$ cat src/rtl/elevator_shaft_if.sv
// Controller-to-shaft bus for elevator_shaft: motor/direction/door commands in,
// floor sensors, position and status out.
interface elevator_shaft_if;
    logic       M;
    logic       D;
    logic       P;
    logic       S0;
    logic       S1;
    logic       S2;
    logic [4:0] Pos;
    logic       DoorOpen;
    logic       Moving;
    logic       Fault;

    modport master (
        output M, D, P,
        input  S0, S1, S2, Pos, DoorOpen, Moving, Fault
    );

    modport slave (
        input  M, D, P,
        output S0, S1, S2, Pos, DoorOpen, Moving, Fault
    );
endinterface

$ cat src/rtl/elevator_shaft.sv
// Three-floor elevator shaft model: car position, floor sensors and door FSM with interlock.
// Optional macro SHAFT_FAULT_EN adds a sticky protocol-violation flag on Fault.
module elevator_shaft #(
    parameter int TRAVEL_CYCLES = 8,
    parameter int DOOR_CYCLES   = 4
) (
    input  logic             Clk,
    input  logic             Reset,
    elevator_shaft_if.slave  bus
);
    typedef enum logic [1:0] {CLOSED, OPENING, OPEN, CLOSING} door_t;

    localparam logic [4:0] FLOOR1_POS = 5'(TRAVEL_CYCLES);
    localparam logic [4:0] TOP_POS    = 5'(2 * TRAVEL_CYCLES);
    localparam logic [3:0] DOOR_LAST  = 4'(DOOR_CYCLES - 1);

    logic [4:0] r_pos;
    door_t      r_door;
    logic [3:0] r_cnt;
    logic       r_door_open;
    logic       r_moving;

    logic w_at_floor;
    logic w_at_end;
    logic w_step_ok;

    // Sensors decode the position register directly, so they are never late by a cycle.
    assign bus.S0     = (r_pos == 5'd0);
    assign bus.S1     = (r_pos == FLOOR1_POS);
    assign bus.S2     = (r_pos == TOP_POS);
    assign w_at_floor = bus.S0 | bus.S1 | bus.S2;

    assign w_at_end  = bus.D ? (r_pos == TOP_POS) : (r_pos == 5'd0);
    assign w_step_ok = bus.M && (r_door == CLOSED) && !w_at_end;

    // NOTE: reset is sampled on the clock edge only; an async sensitivity would change timing.
    always_ff @(posedge Clk) begin
        if (!Reset) begin
            r_pos       <= 5'd0;
            r_door      <= CLOSED;
            r_cnt       <= 4'd0;
            r_door_open <= 1'b0;
            r_moving    <= 1'b0;
        end else begin
            // NOTE: non-blocking throughout, so every branch sees the pre-edge state.
            r_moving <= w_step_ok;
            if (w_step_ok) begin
                r_pos <= bus.D ? r_pos + 5'd1 : r_pos - 5'd1;
            end

            case (r_door)
                CLOSED: begin
                    // Motion has priority: the door only starts while the motor is idle.
                    if (bus.P && !bus.M && w_at_floor) begin
                        r_door <= OPENING;
                        r_cnt  <= 4'd0;
                    end
                end
                OPENING: begin
                    if (!bus.P) begin
                        r_door <= CLOSING;
                        r_cnt  <= 4'd0;
                    end else if (r_cnt == DOOR_LAST) begin
                        r_door      <= OPEN;
                        r_door_open <= 1'b1;
                    end else begin
                        r_cnt <= r_cnt + 4'd1;
                    end
                end
                OPEN: begin
                    if (!bus.P) begin
                        r_door      <= CLOSING;
                        r_cnt       <= 4'd0;
                        r_door_open <= 1'b0;
                    end
                end
                CLOSING: begin
                    if (bus.P) begin
                        r_door <= OPENING;
                        r_cnt  <= 4'd0;
                    end else if (r_cnt == DOOR_LAST) begin
                        r_door <= CLOSED;
                    end else begin
                        r_cnt <= r_cnt + 4'd1;
                    end
                end
                default: begin
                    r_door <= CLOSED;
                    r_cnt  <= 4'd0;
                end
            endcase
        end
    end

    assign bus.Pos      = r_pos;
    assign bus.DoorOpen = r_door_open;
    assign bus.Moving   = r_moving;

`ifdef SHAFT_FAULT_EN
    logic r_fault;
    logic w_bad_move;

    // Either a drive request against an unclosed door or into an end stop.
    assign w_bad_move = bus.M && ((r_door != CLOSED) || w_at_end);

    always_ff @(posedge Clk) begin
        if (!Reset) begin
            r_fault <= 1'b0;
        end else if (w_bad_move) begin
            r_fault <= 1'b1;
        end
    end

    assign bus.Fault = r_fault;
`else
    assign bus.Fault = 1'b0;
`endif
endmodule

$ cat src/flat_wrapper.sv
// flat-port wrapper written by rule: the top's interface ports become plain ports
module elevator_shaft_flat 
#(
    parameter int TRAVEL_CYCLES = 8,
    parameter int DOOR_CYCLES   = 4
)
  (Clk, Reset, bus_M, bus_D, bus_P, bus_S0, bus_S1, bus_S2, bus_Pos, bus_DoorOpen, bus_Moving, bus_Fault);
  elevator_shaft_if bus_i ();
  input  logic Clk;
  input  logic Reset;
  input wire logic [$bits(bus_i.M)-1:0] bus_M;
  input wire logic [$bits(bus_i.D)-1:0] bus_D;
  input wire logic [$bits(bus_i.P)-1:0] bus_P;
  output wire logic [$bits(bus_i.S0)-1:0] bus_S0;
  output wire logic [$bits(bus_i.S1)-1:0] bus_S1;
  output wire logic [$bits(bus_i.S2)-1:0] bus_S2;
  output wire logic [$bits(bus_i.Pos)-1:0] bus_Pos;
  output wire logic [$bits(bus_i.DoorOpen)-1:0] bus_DoorOpen;
  output wire logic [$bits(bus_i.Moving)-1:0] bus_Moving;
  output wire logic [$bits(bus_i.Fault)-1:0] bus_Fault;
  assign bus_i.M = bus_M;
  assign bus_i.D = bus_D;
  assign bus_i.P = bus_P;
  assign bus_S0 = bus_i.S0;
  assign bus_S1 = bus_i.S1;
  assign bus_S2 = bus_i.S2;
  assign bus_Pos = bus_i.Pos;
  assign bus_DoorOpen = bus_i.DoorOpen;
  assign bus_Moving = bus_i.Moving;
  assign bus_Fault = bus_i.Fault;
  elevator_shaft #(.TRAVEL_CYCLES(TRAVEL_CYCLES), .DOOR_CYCLES(DOOR_CYCLES)) u_core (.Clk(Clk), .Reset(Reset), .bus(bus_i));
endmodule
$ cat config.mk
export PLATFORM = sky130hd
export DESIGN_NAME = elevator_shaft_flat
export DESIGN_NICKNAME = d
export VERILOG_FILES = /design/src/rtl/elevator_shaft_if.sv /design/src/rtl/elevator_shaft.sv /design/src/flat_wrapper.sv
export SDC_FILE = /design/constraint.sdc
export NUM_CORES = 1
export LEC_CHECK = 0
export ABC_AREA = 1
export BUFFER_PORTS_ARGS = -buffer_cell sky130_fd_sc_hd__buf_2
export CAP_MARGIN = 20
export CORE_MARGIN = 3
export CORE_UTILIZATION = 30
export CTS_CLUSTER_DIAMETER = 80
export DETAILED_ROUTE_END_ITERATION = 8
export SETUP_SLACK_MARGIN = 0.5
export SYNTH_ARGS = -nofsm -noshare
export SYNTH_HDL_FRONTEND = slang
export SYNTH_SLANG_ARGS = --single-unit
$ cat constraint.sdc
create_clock -name Clk -period 1.2 [get_ports Clk]
set_input_delay 0.12 -clock Clk [delete_from_list [all_inputs] [get_ports Clk]]
set_output_delay 0.12 -clock Clk [all_outputs]
set_load 0.01 [all_outputs]
==> run summary, run 1 <==
The run finished, with violations left. The final reports fail on setup timing. The synthesized netlist net count is between 150 and 200.

The mean post-synth cell area is slightly below 7 µm². The sequential-to-total area share from yosys stat came out at a little over a quarter. The clock transition time at the flip-flop clock pins of the worst setup and hold paths came out at 90 ps. Once placement finished, the instance area stood at around 1300 µm². Summing over every cut layer, the via total after detailed routing is ~1000. The total wire length is ~2.5 mm. For flop-to-flop paths, the worst setup slack is -70 ps. Entering global routing, the biggest net connects 11 pins. Dividing the detail-routed wire length by the instance count gives 11.9 µm. Setup repair after global routing could not meet its margin everywhere. The number of remaining DRC errors is 0. The data arrival time of the critical path is 1170 ps.

The first global-routing pass estimated about 4.1 mm of wire. The initial antenna violation count is 0. The leakage power is just under 0.0007 µW. The classification of the worst setup path is reg -> out. In this run the power density over the cells is 2410 nW/µm². The number of I/O pins came out at 16.

The layout overhead on the synthesized area came out at 63.8%. The via count of the first global-routing pass came out at just under 1000. On the final layout, the worst clock skew is ~12 ps. The register bit count reported by yosys came out at 13. The aggregate global routing overflow is 0.

In this run the deepest clock path goes through 2 buffers. After layout, the worst setup slack is -92.2 ps. The sum of met2 wire segment lengths after detailed routing came out at about 1.2 mm. The tightest min-delay check is of the in -> reg type. At the end of the flow, the number of nets in the layout was ~190. Routability-driven placement finished with a final weighted congestion of 0.846. The total power is approximately 3700 µW. The synthesis warning total came out at 0.

The detailed-route wire length on metal 1 is ~1.1 mm. Static timing analysis puts the maximum clock frequency at 0.774 GHz. The initial cell density of the core came out at 32.9%. TritonCTS built the clock tree. Setup violations remaining at the end of the flow were counted as 14. The vertical die dimension is 62.2 µm. The detail route stage leaves a number of antenna-violating nets equal to 0. The delay of the slowest cell on the worst path is about 370 ps. The required time of the worst setup path came out at ~1100 ps.

The count of maximum capacitance violations came out at 0. The largest voltage drop on the vdd net is between 1 and 1.5 mV. The endpoint kind of the worst setup timing path is a primary output. The highest layer touched by signal routing is met4. The largest fanout on the critical path came out at 4.

Global routing used 12.8% of the available tracks. The first TritonRoute pass finished after 4 iterations. The area of the die is a little under 4000 µm².

The clock reaches the later pin of the worst-skew pair after around 280 ps. Using the TritonRoute via totals, the vias-per-cell ratio works out to roughly 4.8. The share of layout cells above drive strength 1 came out at between 50 and 60%. In this run the cell area of the synthesized design comes to ~950 µm².

The critical path startpoint category is a flop. The floorplan step set the die width to 62.2 µm. The final non-filler cell area is approximately 1600 µm². The number of clock sinks came out at 13. The row count is 19. The HPWL after detailed placement came out at approximately 1.7 mm. The number of levels the H-tree was split into is 1. The violation count after the first detailed-route iteration came out at 46. Walking the worst path, the cells encountered are nor2_4 > nand2_2 > buf_6 > nor2_4 > buf_6. Yosys mapped the design onto 25 distinct sky130hd cell types. The slowest cell on the critical path is dfxtp_4. The number of I/O port buffers is 14. The area of the core region is about 2900 µm². The met3 routed wirelength came out at between 100 and 150 µm. Dividing the final minimum period by the clock period gives 108%. In this run, post-CTS hold repair placed 0 buffers. The clock period minus worst slack came out at 1290 ps.

The tree is rooted in a clkbuf_4. Clock tree synthesis inserted a total of 3 buffers. The number of slew-limit violations in the final report is 0.

Synthesis handed over a netlist of approximately 140 instances. The count of final hold-check violations is 0. The number of diodes added for antenna fixing came out at 0.
-- layout make-up --
class | instances | area [µm²]
Timing Repair Buffer | 30 | 280
Fill cell | 254 | 1330
Clock buffer | 4 | 26.3
Multi-Input combinational cell | 105 | 832
Inverter | 17 | 71.3
Tap cell | 42 | 52.6
Sequential cell | 13 | 289
-- cells in the final DEF, fill, tap and decap left out, drive strengths merged --
cell    count
nand2      34
buf        30
nor2       20
inv        17
dfxtp      13
a21oi      12
nand3      10
ha          9
nand4       6
clkbuf      4
o21ai       4
xnor2       3
nand3b      1
o21a        1
o211ai      1
a211oi      1
xor2        1
fa          1
conb        1
-- cells in the mapped netlist --
| cell type | count | area share [%] |
|---|---|---|
| a211oi_1 | 1 | 0.79 |
| a21oi_1 | 11 | 5.8 |
| a21oi_2 | 1 | 0.92 |
| buf_4 | 2 | 1.6 |
| conb_1 | 1 | 0.40 |
| dfxtp_1 | 13 | 27 |
| fa_1 | 1 | 2.1 |
| ha_1 | 9 | 12 |
| inv_1 | 16 | 6.3 |
| inv_2 | 1 | 0.40 |
| nand2_1 | 30 | 12 |
| nand2_2 | 3 | 2.0 |
| nand2_4 | 1 | 1.2 |
| nand3_1 | 9 | 4.8 |
| nand3_2 | 1 | 1.1 |
| nand3b_1 | 1 | 0.79 |
| nand4_1 | 6 | 4.0 |
| nor2_1 | 17 | 6.7 |
| nor2_2 | 2 | 1.3 |
| nor2_4 | 1 | 1.2 |
| o211ai_1 | 1 | 0.79 |
| o21a_1 | 1 | 0.79 |
| o21ai_0 | 4 | 2.1 |
| xnor2_1 | 3 | 2.8 |
| xor2_1 | 1 | 0.92 |
-- registers in the layout, summed over array words and instances, names as in the netlist --
name,count
u_core.r_door,2
u_core.bus.Pos,5
u_core.r_cnt,4
u_core.bus.DoorOpen,1
u_core.bus.Moving,1
-- stage by stage --
step / setup WS [ps] / setup TNS (ps) / util, % / hold WS (ps) / cells
after floorplan: 18.6 / 0 / - / 232 / 137
after global placement: -72.6 / -99.5 / 43.5 / 436 / 202
after detailed placement: -106 / -279 / 43.5 / 439 / 202
after CTS: -84.9 / -821 / 50.1 / 141 / 210
after global routing: -162 / -1930 / 53.9 / 163 / 211
final: -92.2 / -746 / 53.9 / 146 / 211
-- report_power, final --
group	internal (µW)	total [µW]	switching, µW	leakage, µW
clock network	129	278	150	0.0000150
logic	1340	2610	1270	0.000557
registers	621	849	228	0.000112
-- worst paths after layout --
path                                                      from                             end  cells past startpoint
worst max register to register  u_core.bus.Pos[0]$_SDFFE_PN0P_  u_core.bus.Pos[1]$_SDFFE_PN0P_                      7
worst max-delay path            u_core.bus.Pos[0]$_SDFFE_PN0P_                          bus_S2                      5
worst min register to register    u_core.r_cnt[3]$_SDFFE_PN0P_    u_core.r_cnt[3]$_SDFFE_PN0P_                      2
worst min-delay path                                     Reset   u_core.r_door[0]$_SDFFE_PN0P_                      3
-- cell families (layout without fill, tap and decap cells) --
logic type / after synthesis / count (layout) / share of synthesized area (%)
compound gates: 19 / 19 / 11.2
xor+xnor: 4 / 4 / 3.70
fa+ha+maj: 10 / 10 / 14.0
buf+inv: 19 / 51 / 8.32
flops: 13 / 13 / 27.5
other cells: 1 / 1 / 0.396
simple gates: 71 / 71 / 34.9
-- critical path: cells and delay by family, from the launching register on --
kind,cells,cell delay [ps]
DFF,1,370
buffers and inverters,2,230
and+or+nand+nor,3,290
-- per-layer routing --
metal,GRT usage (%),vias to the layer above
met5,0,-
met2,21.5,24
li1,-,507
met3,3.24,8
met1,15.9,466
met4,4.42,0
-- repair_timing --
item / 4_1_cts / 5_1_grt
endpoints found under the setup margin: 23 / 23
buffers inserted: 4 / 1
pin swaps: 11 / 13
resized for setup: 35 / 23
Power figures use the tool's default switching activity.
==> run 2: changes to the inputs <==
--- a/config.mk
+++ b/config.mk
@@ -7,11 +7,12 @@
 export LEC_CHECK = 0
 export ABC_AREA = 1
 export BUFFER_PORTS_ARGS = -buffer_cell sky130_fd_sc_hd__buf_2
-export CAP_MARGIN = 20
+export CORE_ASPECT_RATIO = 1.5
 export CORE_MARGIN = 3
 export CORE_UTILIZATION = 30
 export CTS_CLUSTER_DIAMETER = 80
 export DETAILED_ROUTE_END_ITERATION = 8
+export PLACE_DENSITY_LB_ADDON = 0.25
 export SETUP_SLACK_MARGIN = 0.5
 export SYNTH_ARGS = -nofsm -noshare
 export SYNTH_HDL_FRONTEND = slang
==> run summary, run 2 (synthesis results as in run 1) <==
Max-cap violations in this run came to 0. In this run the power density over the cells is between 2000 and 2500 nW/µm². The total via count in the routed design came out at around 1000. The vertical die dimension is approximately 75 µm. The ratio of routed vias to standard cells is 4.86.

Once the floorplan was initialized, standard cells occupied a little under a third of the core. After detailed routing, the number of remaining DRC violations is 0. The HPWL after detailed placement is around 1.7 mm. Setup repair after global routing could not meet its margin everywhere. The first TritonRoute pass finished after 4 iterations. The period utilization came out at 106%. The count of nets after finishing is ~190. The utilization after layout came out at 57.6%.

The clock period minus worst slack is approximately 1300 ps. STA puts the critical path data required time at roughly 1100 ps. The signal on the critical path passes through nor2_4 > nand2_4 > buf_6 > nor2_4 > buf_6. The leakage power came out at approximately 0.00073 µW. The final worst hold slack came out at between 150 and 200 ps.

Clock-pin slew was measured on the worst setup and hold paths at around 60 ps. Setup violations remaining at the end of the flow were counted as 10. The critical path runs through a total of 5 cells. The maximum clock frequency came out at 0.786 GHz. 16 I/O pins were placed.

The share of layout cells above drive strength 1 is between 60% and 70%. The sum of negative setup slack is -385 ps. For the worst setup path, the data arrival time is roughly 1200 ps. The violation count after the first detailed-route iteration came out at 29. The number of cell instances on the worst register-to-register path came out at 7. The post-detailed-route wirelength per cell is approximately 13 µm.

The worst register-to-register path begins at u_core.bus.Pos[2]$_SDFFE_PN0P_. The horizontal die dimension is 51.9 µm. The count of final hold-check violations is 0.

The root cell of the clock tree is clkbuf_8. In this run the worst path has a maximum fanout of 3. The worst setup path is captured at a primary output. The cell family contributing the most delay on the critical path is flip-flops.

The register with the most flip-flops in the layout has 5 of them. Together, buffers and inverters on the worst path number 2. The initial antenna violation count came out at 0. The origin of the worst min-delay path is Reset. Setup slack on the critical path of the routed design comes to -72.6 ps.

In this run the number of H-tree levels came out at 1. The run finished, with violations left. The tightest min-delay check is of the in -> reg type. The global routing usage summed across all routing layers came out at 14.3%. The slowest stage of the critical path is the dfxtp_4 cell.

The final RePlAce weighted congestion is 0.799. The total area inside the core boundary comes to 2970 µm². The aggregate global routing overflow is 0. The global-route wire length before repair came out at 4.11 mm.

The hold buffer count at cts is 0. In this run the worst setup path begins at u_core.bus.Pos[0]$_SDFFE_PN0P_. The number of nets with antenna violations after detailed routing came out at 0. The count of buffers added on input and output ports is 14.

The row count is 24. Leaving out fill and tap cells, the most frequent cells in the layout are nand2_1 (17), buf_6 (17), nor2_1 (12). The total wire length is approximately 2.8 mm. The worst hold path passes through 3 cells. The number of antenna diodes in the final layout is 0.

The clock latency on the worst-skew pair came out at 240 ps. Counting along the longest clock path gives a buffer depth of 2. The largest voltage drop on the vdd net is between 1.5 and 2 mV. The critical path startpoint category is a flop. The area of the die is 3880 µm². The number of slew-limit violations in the final report came out at 0. Counting every sink on the clock net gives 13. The worst-case clock skew came out at 0.558 ps. The delay of the slowest cell on the worst path came out at between 300 and 400 ps. The layout overhead on the synthesized area came out at 80.7%. The final reports fail on setup timing. The classification of the worst setup path is reg -> out. The total CTS buffers came out at 3.

The via count of the first global-routing pass came out at 963. The worst slack at placement is -131 ps. TritonCTS built the clock tree.

The pin count of the biggest net entering global routing came out at 10.
run 2: cell count changes in the layout (fill, tap and decap cells not counted), moves of 3 or more:
cell,before,now
nand2_1,21,17
nand2_4,4,8
buf_4,7,10
clkbuf_4,3,0
clkbuf_8,0,3
nor2_4,5,8
run 2: final timing paths:
path | to | slack [ps]
worst min-delay path | u_core.r_door[1]$_SDFFE_PN0P_ | 190
worst max register to register | u_core.bus.Pos[3]$_SDFFE_PN0P_ | -70
worst max-delay path | bus_S2 | -70
worst min register to register | u_core.bus.DoorOpen$_SDFFE_PN0P_ | 500
run 2: what timing repair did:
| action | CTS | global route |
|---|---|---|
| gates cloned | 1 | 0 |
| pin swaps | 11 | 20 |
| setup endpoints to repair | 23 | 23 |
| gates resized for setup | 28 | 55 |
| setup buffers | 4 | 5 |
run 2: tightest hold or removal path, delay by kind of cell:
family | cells | cell delay (ps)
buffers and inverters | 1 | 160
AND/OR/NAND/NOR | 2 | 120
run 2: metal layers:
layer	global-route usage, %	vias up	part of all wire (%)
met5	0	-	0
met4	6.41	0	2.6
met3	2.77	8	3.5
met2	27.1	23	54
met1	14.7	480	40
li1	-	515	-
run 2: report_power, final:
| part | internal (µW) | switching, µW |
|---|---|---|
| registers | 629 | 245 |
| clock network | 234 | 153 |
| logic | 1450 | 1450 |
run 2: layout make-up:
| type | instances | area [µm²] |
|---|---|---|
| clock buffer | 4 | 45.0 |
| fill | 241 | 1260 |
| inverter | 17 | 73.8 |
| multi-input combinational | 106 | 946 |
| sequential | 13 | 292 |
| tap | 39 | 48.8 |
| timing repair buffer | 32 | 307 |
run 2: through the flow:
stage	instances	power [µW]	area (µm²)
CTS	206	3440	1430
global placement	197	2540	1230
finish	211	4160	1710
detailed placement	197	2590	1230
floorplan	137	2030	1060
global route	211	4480	1710
==> run 3: changes to the inputs <==
--- a/config.mk
+++ b/config.mk
@@ -7,9 +7,8 @@
 export LEC_CHECK = 0
 export ABC_AREA = 1
 export BUFFER_PORTS_ARGS = -buffer_cell sky130_fd_sc_hd__buf_2
-export CORE_ASPECT_RATIO = 1.5
 export CORE_MARGIN = 3
-export CORE_UTILIZATION = 30
+export CORE_UTILIZATION = 49
 export CTS_CLUSTER_DIAMETER = 80
 export DETAILED_ROUTE_END_ITERATION = 8
 export PLACE_DENSITY_LB_ADDON = 0.25
==> run summary, run 3 (synthesis results as in run 1) <==
The number of I/O port buffers is 14. The count of nets after finishing is about 190. The horizontal die dimension is approximately 50 µm. The later pin in the worst-skew pair is clocked with a latency of approximately 290 ps.

The total via count in the routed design came out at 1069. The slack of the worst reg-to-reg path came out at -160 ps. The congestion estimate from routability-driven global placement came to 0.821.

STA classifies the critical path startpoint as a flop. The total CTS buffers is 3. The final instance count without filler cells is just under 200. The total of endpoints with negative setup slack in the final report came out at 15. The area of the core region came out at ~1800 µm².

Setup slack on the critical path of the routed design comes to -156 ps. The area of the die is 2500 µm². The number of clock sinks came out at 13. The length of the first detailed-routing pass in iterations is 4. The initial antenna violation count is 0.

The count of final hold-check violations is 0. The endpoint identified for the worst register-to-register timing path is u_core.bus.Pos[3]$_SDFFE_PN0P_. The number of diodes added for antenna fixing is 0. The critical path in this run is classified as reg -> reg. For this design the ratio of total power to cell area is 2530 nW/µm². The clock transition time at the flip-flop clock pins of the worst setup and hold paths came out at 90 ps. The clock arrives with a little over 7 ps of skew. The post-detailed-route wirelength per cell came out at roughly 15 µm.

For the worst setup path, the data required time is 1390 ps. The pin count of the biggest net entering global routing is 10. Fill cells in the final layout number 97. Prior to clock tree synthesis, the placed netlist has a worst setup slack of -130 ps. The worst setup path endpoint is u_core.bus.Pos[3]$_SDFFE_PN0P_. From synthesis to final layout, the design area changed by 56.1%. The checks that failed: setup timing.

The maximum clock frequency is about 0.74 GHz. Setup repair after global routing could not meet its margin everywhere. The tightest min-delay check is of the in -> reg type. In this run the critical register-to-register path is launched from u_core.bus.Pos[2]$_SDFFE_PN0P_. The number of I/O pins is 16.

The clock period minus worst slack is approximately 1400 ps. The period utilization is 113%. The row count came out at 15.

The via count of the first global-routing pass came to between 1000 and 1500. The number of cell instances on the worst register-to-register path came out at 7. The largest fanout on the critical path came out at 5. STA classifies the critical path endpoint as a flop. The number of nets with antenna violations after detailed routing came out at 0. The run finished, with violations left. Once the floorplan was initialized, standard cells occupied 53.1% of the core. The number of levels the H-tree was split into came out at 1. Data on the critical path arrives at its endpoint at around 1500 ps.

Global routing consumed, over all layers together, approximately a quarter of the routing resources. The number of instances in the placed design came out at roughly 180. The number of slew-limit violations in the final report is 0.

The critical path starts at u_core.bus.Pos[2]$_SDFFE_PN0P_. The top cell types in the final layout, fill and taps aside, are nand2_1 (25), buf_6 (16), inv_1 (13). The floorplan step set the die height to between 40 and 50 µm.

The HPWL after detailed placement came out at between 1.5 and 2 mm. The root buffer cell chosen for the clock tree is clkbuf_4. The number of flip-flops in the largest register is 5. The ratio of routed vias to standard cells came out at around 5.5. The global-route wire length before repair came out at about 4.7 mm.

The leakage power is around 0.00068 µW. VDD sags by at most around 2.0 mV. The buffer levels on the longest clock path is 2. The utilization after layout is around 83%. The library cell used most frequently in the layout, excluding fill and tap cells, is nand2_1. The routed design has roughly 2.9 mm of wire. The hold buffer count at cts is 0. The tool flagged a number of max-cap violations equal to 0. Of the cells placed in the final design, the portion with a size suffix greater than 1 is 47.4%. The number of remaining DRC errors is 0. The clock tree from TritonCTS is done. The aggregate global routing overflow is 0. The violation count after the first detailed-route iteration came out at 21.
[run 3: worst min-delay path by stage]
stage               startpoint                            end  slack (ps)  depth (start not counted)
finish                   Reset  u_core.r_door[1]$_SDFFE_PN0P_         130                          3
global route             Reset  u_core.r_door[0]$_SDFFE_PN0P_         150                          3
CTS                      Reset  u_core.r_door[1]$_SDFFE_PN0P_         140                          3
detailed placement       Reset  u_core.r_door[1]$_SDFFE_PN0P_         430                          3
global placement         Reset  u_core.r_door[1]$_SDFFE_PN0P_         420                          3
floorplan                Reset  u_core.r_door[1]$_SDFFE_PN0P_         230                          2
[run 3: what timing repair did]
action | in CTS | in global routing
hold endpoints to repair | 0 | 0
cloned | 1 | 0
resized for setup | 33 | 11
endpoints found under the setup margin | 23 | 23
pin swaps | 13 | 8
buffers inserted | 6 | 2
[run 3: through the flow]
step	TNS [ps]	total power [µW]	instance area, µm²	hold slack (ps)
after CTS	-529	3430	1420	136
after global routing	-2510	4020	1480	150
after global placement	-94.9	2530	1210	425
final	-1570	3740	1480	128
after floorplan	0	2030	1060	232
after detailed placement	-433	2610	1210	432
[run 3: cell type report]
| class | instances | area [µm²] | area share (%) |
|---|---|---|---|
| sequential | 13 | 288 | 19.5 |
| clock buffer | 4 | 26.3 | 1.78 |
| inverter | 17 | 68.8 | 4.65 |
| timing repair buffer | 31 | 280 | 19.0 |
| multi-input combinational | 106 | 785 | 53.0 |
| tap | 25 | 31.3 | 2.12 |
[run 3: report_power, final]
group,switching (µW),internal (µW)
Combinational,1310,1280
Clock,169,129
Sequential,225,617
Total,1710,2030
[run 3: layer usage]
layer / GRT usage [%] / up-vias / part of all wire [%]
met3: 6.04 / 10 / 4.9
met2: 45.2 / 33 / 52
li1: - / 515 / -
met5: 0 / - / 0
met1: 25.8 / 511 / 40
met4: 12.9 / 0 / 2.7
[run 3: critical path, cell delays in order, from the launching register on]
cell,delay (ps)
dfxtp_4,390
nor2_4,130
nand2_4,70
buf_6,120
a21oi_4,190
nor2_4,90
o211ai_1,210
inv_1,70
